==> src/rtl/seg7_scan_display_if.sv <==
// -----------------------------------------------------------------------------
// seg7_scan_display_if
//   Stream link carrying one two-digit 7-segment frame per transfer.
//   A transfer happens on a rising clock edge where s_valid and s_ready are
//   both high.
//
//   Signals
//     s_valid  producer -> consumer  frame on s_data is valid
//     s_ready  consumer -> producer  consumer can take a frame this cycle
//     s_data   producer -> consumer  [0]=ones, [1]=tens; bit0 = seg a, 1 = lit
//
//   Modports
//     master   frame producer (upstream accumulator, or a testbench)
//     slave    frame consumer (seg7_scan_display)
// -----------------------------------------------------------------------------
interface seg7_scan_display_if;

  logic            s_valid;
  logic            s_ready;
  logic [1:0][6:0] s_data;

  modport master (
    output s_valid,
    output s_data,
    input  s_ready
  );

  modport slave (
    input  s_valid,
    input  s_data,
    output s_ready
  );

endinterface : seg7_scan_display_if

==> src/rtl/seg7_scan_display.sv <==
// -----------------------------------------------------------------------------
// seg7_scan_display
//   Stream sink for two-digit 7-segment frames ({tens, ones}). Each accepted
//   frame is latched and time-multiplexed onto a shared cathode bus driving
//   two common-anode positions (all drives active low).
//
//   A frame is kept on the display for at least HOLD_FRAMES complete scans
//   (ones slot + tens slot) before the next one is accepted; until then
//   s_ready stays low and upstream is back-pressured. After the hold has been
//   satisfied the current frame keeps scanning indefinitely until a new one
//   arrives.
//
//   Parameters
//     REFRESH_DIV  clk cycles each digit is lit per scan slot (>= 2)
//     HOLD_FRAMES  full scans a frame is shown before s_ready re-asserts (>= 1)
//
//   Ports
//     clk      in   rising-edge clock
//     rstn     in   asynchronous active-low reset
//     s_axis   slave modport of seg7_scan_display_if (s_valid/s_ready/s_data)
//     seg_n    out  [6:0] cathode drive, 0 = segment on, bit0 = seg a
//     an_n     out  [1:0] anode select, 0 = digit on; [0]=ones, [1]=tens
//     disp_on  out  1 while a frame is being displayed
//
//   Timing
//     Accept at edge k -> edge k+1 drives the ones digit of the new frame.
//     Each digit is lit for REFRESH_DIV cycles; one scan is 2*REFRESH_DIV.
//     s_ready rises HOLD_FRAMES*2*REFRESH_DIV cycles after the accept edge,
//     so with s_valid held high the next accept lands on the following edge.
// -----------------------------------------------------------------------------
module seg7_scan_display #(
  parameter int REFRESH_DIV = 4,
  parameter int HOLD_FRAMES = 2
) (
  input  logic                       clk,
  input  logic                       rstn,
  seg7_scan_display_if.slave         s_axis,
  output logic [6:0]                 seg_n,
  output logic [1:0]                 an_n,
  output logic                       disp_on
);

  // ---------------------------------------------------------------------------
  // Local sizing
  // ---------------------------------------------------------------------------
  localparam int DIV_W  = $clog2(REFRESH_DIV);
  localparam int HOLD_W = $clog2(HOLD_FRAMES + 1);

  localparam logic [DIV_W-1:0]  DIV_LAST = DIV_W'(REFRESH_DIV - 1);
  localparam logic [HOLD_W-1:0] HOLD_MAX = HOLD_W'(HOLD_FRAMES);

  // Blank drive pattern: every cathode and every anode released.
  localparam logic [6:0] SEG_BLANK = 7'h7F;
  localparam logic [1:0] AN_BLANK  = 2'b11;

  // ---------------------------------------------------------------------------
  // State
  // ---------------------------------------------------------------------------
  typedef enum logic {
    EMPTY = 1'b0,   // nothing latched, display blanked
    SHOW  = 1'b1    // a frame is latched and being scanned
  } state_t;

  state_t            state_q,    state_d;
  logic [1:0][6:0]   frame_q,    frame_d;
  logic [DIV_W-1:0]  div_cnt_q,  div_cnt_d;
  logic              dig_sel_q,  dig_sel_d;   // 0 = ones slot, 1 = tens slot
  logic [HOLD_W-1:0] hold_cnt_q, hold_cnt_d;

  logic [6:0]        seg_n_d;
  logic [1:0]        an_n_d;
  logic              disp_on_d;

  logic              ready;
  logic              accept;

  // ---------------------------------------------------------------------------
  // Handshake
  // ---------------------------------------------------------------------------
  // Ready is a pure function of registered state so there is no combinational
  // path from s_valid back to s_ready.
  assign ready         = (state_q == EMPTY) || (hold_cnt_q == HOLD_MAX);
  assign s_axis.s_ready = ready;
  assign accept        = s_axis.s_valid && ready;

  // ---------------------------------------------------------------------------
  // Next-state and next-output logic
  // ---------------------------------------------------------------------------
  // NOTE: every signal driven here gets a default at the top of the block, so
  // no path leaves a value unassigned and no latch is inferred.
  always_comb begin
    state_d    = state_q;
    frame_d    = frame_q;
    div_cnt_d  = div_cnt_q;
    dig_sel_d  = dig_sel_q;
    hold_cnt_d = hold_cnt_q;

    if (accept) begin
      // A new frame always restarts the scan at the ones digit, even when the
      // same edge would otherwise have wrapped a slot or a full scan.
      state_d    = SHOW;
      frame_d    = s_axis.s_data;
      div_cnt_d  = '0;
      dig_sel_d  = 1'b0;
      hold_cnt_d = '0;
    end else if (state_q == SHOW) begin
      if (div_cnt_q == DIV_LAST) begin
        div_cnt_d = '0;
        dig_sel_d = ~dig_sel_q;
        // Leaving the tens slot completes one full scan of the frame.
        if (dig_sel_q && (hold_cnt_q != HOLD_MAX)) begin
          hold_cnt_d = hold_cnt_q + 1'b1;
        end
      end else begin
        div_cnt_d = div_cnt_q + 1'b1;
      end
    end

    // Display drive follows the scan registers one cycle later.
    seg_n_d   = SEG_BLANK;
    an_n_d    = AN_BLANK;
    disp_on_d = 1'b0;
    if (state_q == SHOW) begin
      seg_n_d   = ~frame_q[dig_sel_q];
      an_n_d    = ~(2'b01 << dig_sel_q);
      disp_on_d = 1'b1;
    end
  end

  // ---------------------------------------------------------------------------
  // Registers
  // ---------------------------------------------------------------------------
  // NOTE: sequential state is updated only with non-blocking assignments so
  // every register samples the pre-edge value of every other register.
  // NOTE: the frame register is reset along with the control state; it is
  // only two digits wide and a defined value keeps a restart deterministic.
  always_ff @(posedge clk or negedge rstn) begin
    if (!rstn) begin
      state_q    <= EMPTY;
      frame_q    <= '0;
      div_cnt_q  <= '0;
      dig_sel_q  <= 1'b0;
      hold_cnt_q <= '0;
      seg_n      <= SEG_BLANK;
      an_n       <= AN_BLANK;
      disp_on    <= 1'b0;
    end else begin
      state_q    <= state_d;
      frame_q    <= frame_d;
      div_cnt_q  <= div_cnt_d;
      dig_sel_q  <= dig_sel_d;
      hold_cnt_q <= hold_cnt_d;
      seg_n      <= seg_n_d;
      an_n       <= an_n_d;
      disp_on    <= disp_on_d;
    end
  end

endmodule : seg7_scan_display

==> src/flat_wrapper.sv <==
// flat-port wrapper written by rule: the top's interface ports become plain ports
module seg7_scan_display_flat 
#(
  parameter int REFRESH_DIV = 4,
  parameter int HOLD_FRAMES = 2
)
  (clk, rstn, seg_n, an_n, disp_on, s_axis_s_valid, s_axis_s_data, s_axis_s_ready);
  seg7_scan_display_if s_axis_i ();
  input  logic clk;
  input  logic rstn;
  output logic [6:0] seg_n;
  output logic [1:0] an_n;
  output logic disp_on;
  input wire logic [$bits(s_axis_i.s_valid)-1:0] s_axis_s_valid;
  input wire logic [$bits(s_axis_i.s_data)-1:0] s_axis_s_data;
  output wire logic [$bits(s_axis_i.s_ready)-1:0] s_axis_s_ready;
  assign s_axis_i.s_valid = s_axis_s_valid;
  assign s_axis_i.s_data = s_axis_s_data;
  assign s_axis_s_ready = s_axis_i.s_ready;
  seg7_scan_display #(.REFRESH_DIV(REFRESH_DIV), .HOLD_FRAMES(HOLD_FRAMES)) u_core (.clk(clk), .rstn(rstn), .s_axis(s_axis_i), .seg_n(seg_n), .an_n(an_n), .disp_on(disp_on));
endmodule
==> config.mk <==
export PLATFORM = sky130hd
export DESIGN_NAME = seg7_scan_display_flat
export DESIGN_NICKNAME = d
export VERILOG_FILES = /design/src/rtl/seg7_scan_display_if.sv /design/src/rtl/seg7_scan_display.sv /design/src/flat_wrapper.sv
export SDC_FILE = /design/constraint.sdc
export NUM_CORES = 1
export LEC_CHECK = 0
export BUFFER_PORTS_ARGS = -buffer_cell sky130_fd_sc_hd__buf_4
export CAP_MARGIN = 40
export CORE_UTILIZATION = 35
export CTS_CLUSTER_DIAMETER = 60
export CTS_CLUSTER_SIZE = 16
export DETAILED_ROUTE_END_ITERATION = 12
export GPL_TIMING_DRIVEN = 0
export HOLD_SLACK_MARGIN = 0.05
export SLEW_MARGIN = 20
export SYNTH_ARGS = -nofsm -noshare
export SYNTH_HDL_FRONTEND = slang
export SYNTH_SLANG_ARGS = --single-unit
==> constraint.sdc <==
create_clock -name clk -period 2 [get_ports clk]
set_input_delay 0 -clock clk [delete_from_list [all_inputs] [get_ports clk]]
set_output_delay 0 -clock clk [all_outputs]
set_load 0.01 [all_outputs]
Word level (Yosys, flattened, before mapping). Cells that the tools add are included.

Register bits: 30. Input bits: 17. Output and inout port bits: 11. Word-level logic and storage cells: 43.

Add/subtract/negate cells: 2. Order comparisons: 1. Equality and inequality tests: 3. Shift-type cells: 1. Mux-type cells: 15. Bitwise logic cells: 4. Reduce and logical (&&, ||, !) cells: 8.

Operators by type and width (count): 7-bit two-way mux (3); 2-bit two-way mux (8); 7-bit inverter (1); 2-bit nonzero test (3); 2-bit by 1-bit adder with 2-bit output (second input constant) (2); 2-bit equality test (second input constant) (2); 1-bit two-way mux (4); 3-bit AND reduction (1); 1-bit logical AND (2); 1-bit by 2-bit less-than comparator with 1-bit output (second input constant) (1); 2-bit != test (second input constant) (1); 1-bit inverter (2); 2-bit inverter (1); 2-bit AND reduction (1); 1-bit by 1-bit << shifter with 2-bit output (first input constant) (1); 1-bit logical OR (1).

Logic depth before layout (Yosys ltp). Gate-level depths: netlist (run 1).

Word-level depth: 6. Mapped depth: 7.

Worst setup path after synthesis (run 1). OpenSTA, ideal clock, no wires.

Path type: register to register. From: register u_core.hold_cnt_q[0]. To: register u_core.frame_q[0] (netlist bit). Arrival: 1.387 ns. Data required time: 1.875 ns. Path slack: 0.488 ns. Cell stages (with the launch flop): 8. Period minus slack after synthesis: 1.512 ns. Cells stage by stage: dfrtp_1 -> inv_1 -> ha_1 -> nand2b_1 -> buf_6 -> nand2_4 -> buf_6 -> mux2_4.

Longest elaborated chain between the ends: 3.

Ends and longest elaborated chain: start: declaration (line seg7_scan_display.sv:68) `logic [HOLD_W-1:0] hold_cnt_q, hold_cnt_d;`; start signal: assignment (line seg7_scan_display.sv:152) `hold_cnt_q <= hold_cnt_d;`; 2-bit equality test (line seg7_scan_display.sv:82) `assign ready = (state_q == EMPTY) || (hold_cnt_q == HOLD_MAX);`; 1-bit logical OR (line seg7_scan_display.sv:82); named net s_axis_s_ready (line flat_wrapper.sv:16) `output wire logic [$bits(s_axis_i.s_ready)-1:0] s_axis_s_ready;`; 1-bit logical AND (line seg7_scan_display.sv:84) `assign accept = s_axis.s_valid && ready;`; end signal: assignment (line seg7_scan_display.sv:149) `frame_q <= frame_d;`; end: declaration (line seg7_scan_display.sv:65) `logic [1:0][6:0] frame_q, frame_d;`.

The timed path passes the listed nets, and every way through them passes these cells. A chain may end at the register's enable or synchronous reset.

Worst setup path after layout (run 1).
From: register u_core.hold_cnt_q[0]. To: register u_core.frame_q[12] (netlist bit).

Longest elaborated chain between the ends: 3.

Ends and longest elaborated chain (line): 2-bit equality test (seg7_scan_display.sv:82); 1-bit logical OR (seg7_scan_display.sv:82); 1-bit logical AND (seg7_scan_display.sv:84).

Every way passes these cells.

==> results of run 1 <==
## final cells by class
| class | instances | area (sq um) | area share [%] |
|---|---|---|---|
| sequential | 30 | 762.0 | 42.98 |
| multi-input combinational | 49 | 462.9 | 26.11 |
| timing repair buffer | 43 | 362.8 | 20.47 |
| tap | 46 | 57.56 | 3.246 |
| clock inverter | 3 | 40.04 | 2.258 |
| clock buffer | 5 | 37.54 | 2.117 |
| buffer | 4 | 35.03 | 1.976 |
| inverter | 4 | 15.01 | 0.8469 |
## metal layers
| metal | global-route usage [%] | share of wire (%) | wire length [um] |
|---|---|---|---|
| met5 | 0 | 0 | 0 |
| met4 | 9.593 | 2.9 | 65 |
| met2 | 23.63 | 48 | 1076 |
| met1 | 14.34 | 44 | 1001 |
| met3 | 4.228 | 5.0 | 114 |
## through the flow
step / hold slack (ns) / total power, mW / instance area (sq um) / instances
4_1_cts: 0.1226 / 2.463 / 1773 / 184
3_3_place_gp: -0.05879 / 1.918 / 1535 / 160
2_1_floorplan: -0.2956 / 1.669 / 1275 / 87
3_5_place_dp: -0.05382 / 1.965 / 1535 / 160
5_1_grt: 0.1241 / 2.601 / 1773 / 184
6_report: 0.1110 / 2.430 / 1773 / 184
## logic make-up (layout without fill, tap and decap cells)
group                      Yosys count  after routing
adders and majority gates            2              2
buffers and inverters                8             59
xor gates and xnor gates             1              1
DFF                                 30             30
AOI/OAI and AO/OA                    6              6
and+or+nand+nor                     17             17
muxes                               23             23
## Yosys cell counts
cell type   n  area share, %
dfrtp_1    21             41
dfstp_2     9             19
mux2_2      9            7.9
mux2_4      9             11
nand2_1     9            2.6
inv_1       4            1.2
mux2_1      3            2.6
buf_6       2            1.8
ha_1        2            2.0
mux2i_1     2            1.6
nand2b_1    2           0.98
nand3b_1    2            1.2
o21ai_0     2           0.79
a2111oi_2   1            1.2
a21oi_1     1           0.39
a22o_1      1           0.69
a311o_1     1           0.79
and2_1      1           0.49
buf_2       1           0.39
buf_4       1           0.59
nand2_4     1           0.88
nor2_2      1           0.49
nor3_1      1           0.39
xnor2_1     1           0.69
## power groups by stage
| stage | combinational [mW] | sequential (mW) | clock [mW] |
|---|---|---|---|
| after floorplan | 0.562 | 1.11 | 0 |
| after global placement | 0.843 | 1.07 | 0 |
| after detailed placement | 0.875 | 1.09 | 0 |
| after CTS | 0.903 | 1.08 | 0.480 |
| after global routing | 0.979 | 1.12 | 0.503 |
| final | 0.887 | 1.08 | 0.464 |
## worst reg2reg max path: stages, from the launching register on
cell	delay, ns
dfrtp_1	0.35
inv_1	0.07
ha_1	0.18
nand2b_1	0.15
buf_6	0.14
nand2_4	0.12
buf_6	0.20
mux2_4	0.32
## flip-flops by register name (all words and copies together), names as in the netlist
signal / flops
u_core.state_q: 1
u_core.dig_sel_q: 1
u_core.frame_q: 14
u_core.disp_on: 1
u_core.seg_n: 7
u_core.hold_cnt_q: 2
u_core.an_n: 2
u_core.div_cnt_q: 2
## worst paths after layout
kind                                                  startpoint                                to  slack [ns]  depth (start not counted)
max in group asynchronous                                   rstn         u_core.seg_n[4]$_DFF_PN1_        1.57                          2
min in group clk                      u_core.state_q$_DFFE_PN0N_          u_core.disp_on$_DFF_PN0_        0.42                          0
worst min register to register        u_core.state_q$_DFFE_PN0N_          u_core.disp_on$_DFF_PN0_        0.42                          0
worst min-delay path                                        rstn  u_core.hold_cnt_q[0]$_DFFE_PN0P_        0.11                          2
worst max register to register  u_core.hold_cnt_q[0]$_DFFE_PN0P_    u_core.frame_q[12]$_DFFE_PN0N_        0.36                          7
worst max-delay path            u_core.hold_cnt_q[0]$_DFFE_PN0P_    u_core.frame_q[12]$_DFFE_PN0N_        0.36                          7
==> results.json, run 1 <==
{
  "die_w_um": 62.36,
  "gp_congestion": 0.6647,
  "die_area_sq_um": 3888,
  "p_int_mw": 1.753,
  "path_delay_family": "buffers and inverters",
  "hold_viol_final": 0,
  "grt_pass1_wl_mm": 3.960,
  "worstSetupStartpointType": "flip-flop",
  "yosys.area_share.simple_pct": 7.066,
  "fill_cells": 309,
  "p_leak_nw": 0.8505,
  "fin_ws_ns": 0.3579,
  "hpwl_mm": 1.495,
  "max-clock-path-buffers": 2,
  "pre_cts_slack_ns": 0.3582,
  "tritoncts": "built",
  "rows": 21,
  "fin_crit_ns": 1.642,
  "clock_skew_ns": 0.008606,
  "insertion_delay_ns": 0.33,
  "power_switching_uw": 676.7,
  "cp_num_buf_inv": 3,
  "area_delta_synth_final_pct": 39.06,
  "p_seq_share_pct": 44.4,
  "maxSlewHeadroom_pct": 76.05,
  "period_share_pct": 82.11,
  "setup_tns_ns": 0,
  "crit_slowest_cell": "dfrtp_1",
  "required_ns": 2.22,
  "drive_above_1_share_pct": 50.00,
  "yosysSeqAreaShare_pct": 59.76,
  "report.final.slew_viol_count": 0,
  "syn_nets": 106,
  "dr_total_vias": 823,
  "grt_pass1_vias": 902,
  "ys_ff_latch": 30,
  "synth_xor_area_share_pct": 0.6869,
  "pin_count": 28,
  "postCtsHoldBufs": 16,
  "overflow": 0,
  "critPathCaptureType": "flip-flop",
  "fin_nets": 156,
  "rsz0062_at_grt": "false",
  "cts_resized": 0,
  "globalRouteTotalUtil_pct": 13.78,
  "diodes": 0,
  "drc": 0,
  "cts.sinks": 30,
  "crit_path_max_fanout": 10,
  "utilization_pct": 51.90,
  "routedWlPerCell_um": 12.27,
  "max_slew.worst_pin.slew_ns": 0.3592,
  "ant_nets": 0,
  "viasPerCell": 4.473,
  "drt_iter0_drc": 8,
  "max_cap_violations": 0,
  "hold_path.class": "input port to asynchronous set/reset pin",
  "numCtsBuffers": 5,
  "synth_top_family_by_area": "multiplexers",
  "drt-total-wl_mm": 2.258,
  "yosys_warnings": 0,
  "die_h_um": 62.36,
  "htreeDepth": 2,
  "slowest_delay_ns": 0.35,
  "powerDensity_nw_per_um2": 1370,
  "mostFrequentLayoutCell": "buf_4",
  "synth_compound_area_share_pct": 3.827,
  "comb_power_share_pct": 36.5,
  "synth.avg_cell_area_sq_um": 14.65,
  "setup_viol": 0,
  "syn_area_sq_um": 1275,
  "crit_top_cell": "buf_6",
  "final_cell_mix": "buf_4, dfrtp_1, dlygate4sd3_1",
  "fmax_mhz": 609.0,
  "switching_share_pct": 27.85,
  "path_cells": "inv_1 > ha_1 > nand2b_1 > buf_6 > nand2_4 > buf_6 > mux2_4",
  "worstPathArrival_ns": 1.86,
  "antenna_found_initial": 0,
  "start_util_pct": 37.33,
  "first_pass_iters": 5,
  "synth_mux_area_share_pct": 22.77,
  "clk_pin_slew_ns": 0.10,
  "grt_max_degree": 31,
  "cts-root-buf": "clkbuf_4",
  "synthCells": 87,
  "worstSetupPathType": "flip-flop to flip-flop",
  "core_area_sq_um": 3416,
  "yosys.area_share.adder_pct": 1.963,
  "p_clk_share_pct": 19.1,
  "run_status": "completed",
  "post_cts_buffers": 0,
  "ir_worst_vdd_uv": 611.5,
  "numPortBuffers": 27,
  "synth.distinct_cells": 24
}
Power figures use the tool's default switching activity.
==> inputs of run 2 (changes only) <==
- clock period: 2 -> 1.6 ns (I/O delays scaled with it)
==> run 2 against run 1 <==
Compared with the run above: via count shrank 0.12%; global-route usage rose by 0.74 points; clock skew decreased by 0.0023 ns; highest routed layer unchanged; hold slack gained 0.0039 ns; fmax up 7.0%; flip-flop and latch count stayed put.
==> results.json, run 2 (synthesis gave the netlist of run 1 again) <==
{
  "report.final.slew_viol_count": 0,
  "clock_skew_ns": 0.006270,
  "largest_reg_flops": 14,
  "die_w_um": 62.36,
  "hold_viol_final": 0,
  "start_util_pct": 37.33,
  "critPathCaptureType": "flip-flop",
  "run_status": "completed",
  "worstSetupStartpointType": "flip-flop",
  "viasPerCell": 4.372,
  "setup_tns_ns": 0,
  "fin_nets": 160,
  "top_regs": "u_core.frame_q: 14 flops, u_core.seg_n: 7 flops",
  "max_slew.worst_pin.slew_ns": 0.3554,
  "dr_total_vias": 822,
  "drc": 0,
  "pre_cts_slack_ns": -0.04179,
  "crit_path_max_fanout": 5,
  "worstPathArrival_ns": 1.80,
  "hold_path.class": "input port to asynchronous set/reset pin",
  "area_delta_synth_final_pct": 45.93,
  "required_ns": 1.87,
  "insertion_delay_ns": 0.32,
  "hpwl_mm": 1.495,
  "grt_pass1_wl_mm": 4.153,
  "die_area_sq_um": 3888,
  "globalRouteTotalUtil_pct": 14.52,
  "fin_area_sq_um": 1861,
  "rsz0062_at_grt": "false",
  "fmax_mhz": 651.7,
  "diodes": 0,
  "p_seq_share_pct": 43.3,
  "fin_crit_ns": 1.534,
  "cp_num_buf_inv": 3,
  "core_area_sq_um": 3416,
  "worstSetupPathType": "flip-flop to flip-flop",
  "first_pass_iters": 4,
  "setup_viol": 0,
  "p_leak_nw": 0.8816,
  "numCtsBuffers": 5,
  "maxSlewHeadroom_pct": 76.30,
  "p_clk_share_pct": 18.5,
  "mostFrequentLayoutCell": "buf_4",
  "power_switching_uw": 872.0,
  "slowest_delay_ns": 0.37,
  "cts-root-buf": "clkbuf_4",
  "ant_nets": 0,
  "powerDensity_nw_per_um2": 1679,
  "cts.sinks": 30,
  "fin_ws_ns": 0.06564,
  "numPortBuffers": 27,
  "drive_above_1_share_pct": 52.82,
  "max-clock-path-buffers": 2,
  "regMostFlops": "u_core.frame_q",
  "path_delay_family": "compound AO/OA/AOI/OAI gates",
  "drt-total-wl_mm": 2.301,
  "dpl_cell_area_sq_um": 1535,
  "antenna_found_initial": 0,
  "htreeDepth": 2,
  "rows": 21,
  "p_int_mw": 2.251,
  "switching_share_pct": 27.92,
  "final_cell_mix": "buf_4, dfrtp_1, dlygate4sd3_1",
  "tritoncts": "built",
  "drt_iter0_drc": 9,
  "ir_worst_vdd_uv": 743.5,
  "routedWlPerCell_um": 12.24,
  "die_h_um": 62.36,
  "clk_pin_slew_ns": 0.09,
  "max_cap_violations": 0,
  "gp_congestion": 0.6647,
  "path_cells": "inv_2 > ha_1 > nand2b_4 > buf_6 > buf_4 > a2111oi_4 > a311o_1",
  "crit_slowest_cell": "dfrtp_1",
  "comb_power_share_pct": 38.2,
  "fill_cells": 300,
  "finalPower_mw": 3.123,
  "period_share_pct": 95.90,
  "overflow": 0,
  "grt_pass1_vias": 908,
  "grt_max_degree": 31,
  "pin_count": 28
}
## run 2: cell types whose count changed in the layout (fill, tap and decap cells not counted)
cell and delta:
a2111oi_2 -1, a2111oi_4 +1, buf_12 +1, buf_16 +1, buf_4 +3, buf_6 -1
inv_1 -1, inv_2 +1, nand2_4 -1, nand2_8 +1, nand2b_1 -1, nand2b_4 +1
## run 2: path summary, 6_finish.rpt
kind	startpoint	cells past startpoint	slack [ns]	endpoint
worst max-delay path	u_core.hold_cnt_q[0]$_DFFE_PN0P_	7	0.07	u_core.dig_sel_q$_DFFE_PN0P_
worst min-delay path	rstn	2	0.11	u_core.hold_cnt_q[0]$_DFFE_PN0P_
worst max register to register	u_core.hold_cnt_q[0]$_DFFE_PN0P_	7	0.07	u_core.dig_sel_q$_DFFE_PN0P_
worst min register to register	u_core.state_q$_DFFE_PN0N_	0	0.47	u_core.disp_on$_DFF_PN0_
max in group asynchronous	rstn	2	1.17	u_core.seg_n[4]$_DFF_PN1_
min in group clk	s_axis_s_data[8]	3	0.43	u_core.frame_q[8]$_DFFE_PN0N_
## run 2: through the flow
stage / hold slack (ns) / instances / utilization (%)
after detailed placement: -0.05382 / 160 / 44.95
after global placement: -0.05879 / 160 / 44.95
final: 0.1149 / 188 / 54.47
after CTS: 0.1226 / 189 / 54.47
after global routing: 0.1111 / 188 / 54.47
after floorplan: -0.2956 / 87 / -
## run 2: timing repair
item	in CTS	in global routing
resized for setup	5	2
hold endpoints to repair	48	0
pin swaps	1	1
endpoints found under the setup margin	9	6
buffers inserted	4	0
hold buffers	16	0
gates cloned	1	0
## run 2: final cells by class
| type | count | area (sq um) | share of cell area [%] |
|---|---|---|---|
| plain buffers | 3 | 23.77 | 1.278 |
| clock buffers | 5 | 37.54 | 2.017 |
| clock inverters | 3 | 40.04 | 2.152 |
| inverters | 4 | 15.01 | 0.8070 |
| multi-input cells | 49 | 491.7 | 26.43 |
| flip-flops and latches | 30 | 762.0 | 40.96 |
| well taps | 46 | 57.56 | 3.093 |
| repair buffers | 48 | 432.9 | 23.27 |
## run 2: routing by layer
layer  track usage (%)  vias to the layer above  routed length, um
met5                 0                        -                  0
met4             6.977                        0                 51
met3             5.882                        6                121
met2             24.45                       24               1104
met1             15.84                      390               1023
li1                  -                      402                  -
## run 2: power by group through the flow
stage          clock network (mW)  logic [mW]  registers, mW
6_report                    0.578        1.19           1.35
5_1_grt                     0.638        1.32           1.40
4_1_cts                     0.600        1.21           1.35
3_5_place_dp                    0        1.09           1.36
3_3_place_gp                    0        1.05           1.34
2_1_floorplan                   0       0.702           1.38
## run 2: worst register-to-register path, stage by stage, from the launching register on
cell       delay (ns)
dfrtp_1          0.37
inv_2            0.05
ha_1             0.18
nand2b_4         0.13
buf_6            0.12
buf_4            0.15
a2111oi_4        0.32
a311o_1          0.15
